--- src/rtl/unified_mem_arbiter.sv ---
//==============================================================================
//  Module      : unified_mem_arbiter
//  Description : Arbitrates one single-ported, variable-latency unified memory
//                between instruction fetch (I) and load/store (D). Data wins
//                by default; fetch is forced after STARVE_MAX consecutive data
//                grants taken while it was waiting. One transaction in flight,
//                with a per-transaction timeout that completes with err.
//  Revision    : 1.0 - initial release
//==============================================================================
`default_nettype none

module unified_mem_arbiter #(
  parameter int AW         = 32,
  parameter int DW         = 32,
  parameter int STARVE_MAX = 4,
  parameter int TIMEOUT    = 64
) (
  input  logic          clk,
  input  logic          reset,
  // fetch port
  input  logic          i_req,
  input  logic [AW-1:0] i_addr,
  output logic [DW-1:0] i_rdata,
  output logic          i_ready,
  // data port
  input  logic          d_req,
  input  logic          d_we,
  input  logic [AW-1:0] d_addr,
  input  logic [DW-1:0] d_wdata,
  output logic [DW-1:0] d_rdata,
  output logic          d_ready,
  // completion status
  output logic          err,
  // memory port
  output logic          m_en,
  output logic          m_we,
  output logic [AW-1:0] m_addr,
  output logic [DW-1:0] m_wdata,
  input  logic [DW-1:0] m_rdata,
  input  logic          m_valid
);

  localparam int SW = $clog2(STARVE_MAX + 1);
  localparam int CW = $clog2(TIMEOUT + 1);

  localparam logic [SW-1:0] STARVE_LIM = SW'(STARVE_MAX);
  localparam logic [CW-1:0] CNT_LIM    = CW'(TIMEOUT);

  typedef enum logic [2:0] {
    IDLE   = 3'd0,
    BUSY_I = 3'd1,
    BUSY_D = 3'd2,
    DONE_I = 3'd3,
    DONE_D = 3'd4
  } state_t;

  state_t        state;
  logic [SW-1:0] starve;   // consecutive D grants taken while fetch waited
  logic [CW-1:0] cnt;      // BUSY cycles already elapsed without m_valid

  // Arbitration, memory command sequencing and registered completion outputs
  always_ff @(posedge clk or negedge reset) begin
    if (!reset) begin
      state   <= IDLE;
      starve  <= '0;
      cnt     <= '0;
      i_rdata <= '0;
      i_ready <= 1'b0;
      d_rdata <= '0;
      d_ready <= 1'b0;
      err     <= 1'b0;
      m_en    <= 1'b0;
      m_we    <= 1'b0;
      m_addr  <= '0;
      m_wdata <= '0;
    end else begin
      // strobes are single-cycle unless re-asserted below
      m_en    <= 1'b0;
      i_ready <= 1'b0;
      d_ready <= 1'b0;
      err     <= 1'b0;

      case (state)
        IDLE: begin
          if (d_req && ((starve < STARVE_LIM) || !i_req)) begin
            state   <= BUSY_D;
            m_en    <= 1'b1;
            m_we    <= d_we;
            m_addr  <= d_addr;
            m_wdata <= d_wdata;
            cnt     <= '0;
            // only grants that actually made fetch wait count toward starvation
            if (!i_req) begin
              starve <= '0;
            end else if (starve != STARVE_LIM) begin
              starve <= starve + 1'b1;
            end
          end else if (i_req) begin
            state   <= BUSY_I;
            m_en    <= 1'b1;
            m_we    <= 1'b0;
            m_addr  <= i_addr;
            m_wdata <= '0;
            cnt     <= '0;
            starve  <= '0;
          end
        end

        BUSY_I, BUSY_D: begin
          // a response arriving on the timeout cycle still counts as success
          if (m_valid || (cnt == CNT_LIM)) begin
            state   <= (state == BUSY_I) ? DONE_I : DONE_D;
            m_we    <= 1'b0;
            m_addr  <= '0;
            m_wdata <= '0;
            err     <= !m_valid;
            if (state == BUSY_I) begin
              i_ready <= 1'b1;
              if (m_valid) begin
                i_rdata <= m_rdata;
              end
            end else begin
              d_ready <= 1'b1;
              // stores leave the previous load data visible
              if (m_valid && !m_we) begin
                d_rdata <= m_rdata;
              end
            end
          end else begin
            cnt <= cnt + 1'b1;
          end
        end

        // the ready pulse cycle never arbitrates, so requesters can update req
        DONE_I, DONE_D: begin
          state <= IDLE;
        end

        default: begin
          state <= IDLE;
        end
      endcase
    end
  end

endmodule

`default_nettype wire

--- config.mk ---
export PLATFORM = sky130hd
export DESIGN_NAME = unified_mem_arbiter
export DESIGN_NICKNAME = d
export VERILOG_FILES = /design/src/rtl/unified_mem_arbiter.sv
export SDC_FILE = /design/constraint.sdc
export NUM_CORES = 1
export LEC_CHECK = 0
export ABC_AREA = 1
export ABC_CLOCK_PERIOD_IN_PS = 1650
export CAP_MARGIN = 20
export CORE_MARGIN = 2
export CORE_UTILIZATION = 45
export CTS_BUF_LIST = sky130_fd_sc_hd__clkbuf_4
export CTS_CLUSTER_DIAMETER = 60
export DETAILED_ROUTE_END_ITERATION = 10
export GPL_TIMING_DRIVEN = 0
export PLACE_DENSITY = 0.82
export SLEW_MARGIN = 20
export SYNTH_ARGS = -nofsm -noshare
export SYNTH_HDL_FRONTEND = slang
export SYNTH_SLANG_ARGS = --single-unit
--- constraint.sdc ---
create_clock -name clk -period 1.65 [get_ports clk]
set_input_delay 0.33 -clock clk [delete_from_list [all_inputs] [get_ports clk]]
set_output_delay 0.33 -clock clk [all_outputs]
set_load 0.01 [all_outputs]
==> flow_metrics.env <==
export IMPL_routed_via_count=6597
export IMPL_grt_use_total_pct=25.6
export IMPL_final_cell_mix="nand2_1, dfrtp_1, clkdlybuf4s50_1"
export IMPL_dpl_hpwl_um=14900
export IMPL_overflow=0
export IMPL_rows=44
export IMPL_cp_cell_sequence="dlygate4sd2_1"
export IMPL_htree_levels=4
export IMPL_synth_net_count=887
export IMPL_start_util_pct=46.5
export IMPL_vdd_ir_drop_worst_uv=777
export IMPL_cts_buffer_depth=2
export IMPL_use_met3_pct=6.32
export IMPL_skew_ns=0.0177
export IMPL_switching_share_pct=41.5
export IMPL_ys_ff_latch=146
export IMPL_numCtsBuffers=17
export IMPL_maxSlewViolCount=0
export IMPL_grt_busiest_layer="met2"
export IMPL_grt_max_degree=93
export IMPL_drt_first_pass_iters=4
export IMPL_dp_slack_ns=-0.579
export IMPL_syn_avg_cell_area_um2=9.10
export IMPL_core_area_um2=14600
export IMPL_post_route_period_util_pct=95.8
export IMPL_path_max_fanout=2
export IMPL_grt_first_pass_wirelength_um=32600
export IMPL_ant_nets=0
export IMPL_globalplace_congestion=0.876
export IMPL_clkPwrFrac_pct=13.0
export IMPL_nNetsFinal=1238
export IMPL_cts_tree="done"
export IMPL_antenna_found_initial=1
export IMPL_wl_um=20900
export IMPL_finalWorstSetupSlack_ns=0.0685
export IMPL_drc=0
export IMPL_layout_commonest_cell="nand2_1"
export IMPL_tightest_slew_ns=0.478
export IMPL_critPathKind="reg -> out"
export IMPL_p_int_uw=10400
export IMPL_first_iter_violations=397
export IMPL_numPortBuffers=266
export IMPL_yosysWarnings=0
export IMPL_max_cap_violations=0
export IMPL_viasPerCell=5.08
export IMPL_pwr_density_cell_nw_per_um2=1700
export IMPL_grt_pass1_vias=6391
export IMPL_clock_root_buffer="clkbuf_4"
export IMPL_clk_latency_ns=0.55
export IMPL_comb_power_share_pct=54.0
export IMPL_fin_util_pct=71.7
export IMPL_startpoint_type="register"
export IMPL_drive_gt1_share_pct=19.4
export IMPL_die_area_um2=16100
export IMPL_leakage_uw=0.00529
export IMPL_max_freq_ghz=0.632
export IMPL_end_kind="primary output"
export IMPL_setup_viol=0
export IMPL_status="finished clean"
export IMPL_grt_use_met1_pct=32.7
export IMPL_p_seq_share_pct=33.1
export IMPL_tns_ns=0
export IMPL_crit_family="flip-flops"
export IMPL_worst_ep_required_time_ns=1.32
export IMPL_critPathSlowestCell="dfrtp_1"
export IMPL_fp_dieW_um=127
export IMPL_period_needed_ns=1.58
export IMPL_drt_wirelength_per_cell_um=16.1
export IMPL_seq_area_frac_synth_pct=53.6
export IMPL_cpPeakStageDelay_ns=0.41
export IMPL_ios=267
export IMPL_die_height_um=127
export IMPL_hp_class="in -> async"
export IMPL_syn_cell_area_um2=6820
export IMPL_crit_arrival_ns=1.25
export IMPL_switchingPower_uw=7400
export IMPL_synth_cells=749
export IMPL_slew_headroom_pct=68.1
export IMPL_hold_ws_ns=0.284
export IMPL_critPathBufInv=1
export IMPL_grtUsageMet2_pct=41.9
export IMPL_clkSinkCount=146
export IMPL_hold_viol=0
export IMPL_yosysUniqueCellTypes=30
export IMPL_path_clk_slew_ns=0.13
export IMPL_area_growth_pct=54.0
registers in the layout, summed over array words and instances, names as in the netlist, 3 cells and up:
signal   cells
m_addr      32
starve       3
m_wdata     32
d_rdata     32
state        3
i_rdata     32
cnt          7
cell families (layout without fill, tap and decap cells):
kind of cell             after synthesis  in the layout  synth area share, %
AO/OA/AOI/OAI                        112            112                 9.49
adder cells (fa/ha/maj)                4              4                0.734
buffers and inverters                101            464                 7.76
flip-flops                           146            146                 53.6
other                                  0              1                    0
AND/OR/NAND/NOR                      386            387                 28.4
layer usage:
layer | up-vias | share of wire [%]
met5 | - | 0
met4 | 0 | 2.7
met3 | 39 | 6.6
met2 | 239 | 49
met1 | 3158 | 42
li1 | 3161 | -
synth_stat cells:
library cell / instances / area, um2
nor2_1: 8 / 30.0
inv_2: 3 / 11.3
inv_4: 1 / 6.26
nor2_2: 1 / 6.26
o22ai_1: 1 / 6.26
nand2_1: 253 / 950
buf_4: 1 / 7.51
nand4_2: 1 / 12.5
o21ai_0: 21 / 105
or2_2: 1 / 6.26
nand3_1: 29 / 145
ha_1: 4 / 50.1
nand2_4: 2 / 22.5
a21oi_1: 32 / 160
buf_6: 6 / 67.6
buf_1: 1 / 3.75
o21ai_1: 24 / 120
o21bai_1: 1 / 7.51
dfrtp_1: 146 / 3650
buf_8: 6 / 90.1
nand4_1: 35 / 219
clkbuf_1: 12 / 45.0
nand2_2: 3 / 18.8
nor3_2: 1 / 10.0
nor2_4: 1 / 11.3
nor3_1: 1 / 5.00
nand3_2: 50 / 500
buf_2: 25 / 125
inv_1: 46 / 173
o21a_1: 33 / 248
layout make-up:
type                            instances  area [um2]
Timing Repair Buffer                  331        3070
Tap cell                              184         230
Antenna cell                            1        2.50
Multi-Input combinational cell        503        2690
Sequential cell                       146        3660
Clock inverter                         14         150
Clock buffer                           18         135
Fill cell                            1154        4150
Buffer                                 51         373
Inverter                               50         193
stage by stage:
step                instance area (um2)  std cells  total power [uW]
floorplan                          6820        749             10800
global placement                   9710       1199             15200
detailed placement                 9740       1200             15400
CTS                               10100       1262             17200
global route                      10500       1298             19000
finish                            10500       1298             17800
power by group through the flow:
stage | registers [uW] | clock network, uW | logic [uW]
final | 5900 | 2310 | 9620
after detailed placement | 6080 | 0 | 9340
after floorplan | 6650 | 0 | 4160
after global routing | 6060 | 2540 | 10400
after global placement | 6030 | 0 | 9170
after CTS | 5860 | 2380 | 8950
path summary, 6_finish.rpt:
| check | start | endpoint | slack [ns] | cells past startpoint |
|---|---|---|---|---|
| hold reg to reg | d_rdata[0] | d_rdata[0] | 0.50 | 2 |
| max in group asynchronous | reset | i_rdata[31] | 0.56 | 3 |
| setup / recovery | i_rdata[25] | i_rdata[25] | 0.07 | 1 |
| setup reg to reg | m_we | d_rdata[18] | 0.09 | 5 |
| min in group clk | m_rdata[25] | d_rdata[25] | 0.33 | 3 |
| hold / removal | reset | m_wdata[5] | 0.28 | 2 |
repair_timing:
item,in CTS,in global routing
pin swaps,0,2
hold endpoints to repair,54,0
hold buffers,1,0
setup endpoints to repair,205,194
cloned,0,1
resized for setup,151,67
setup buffers,29,34
Power figures use the tool's default switching activity.
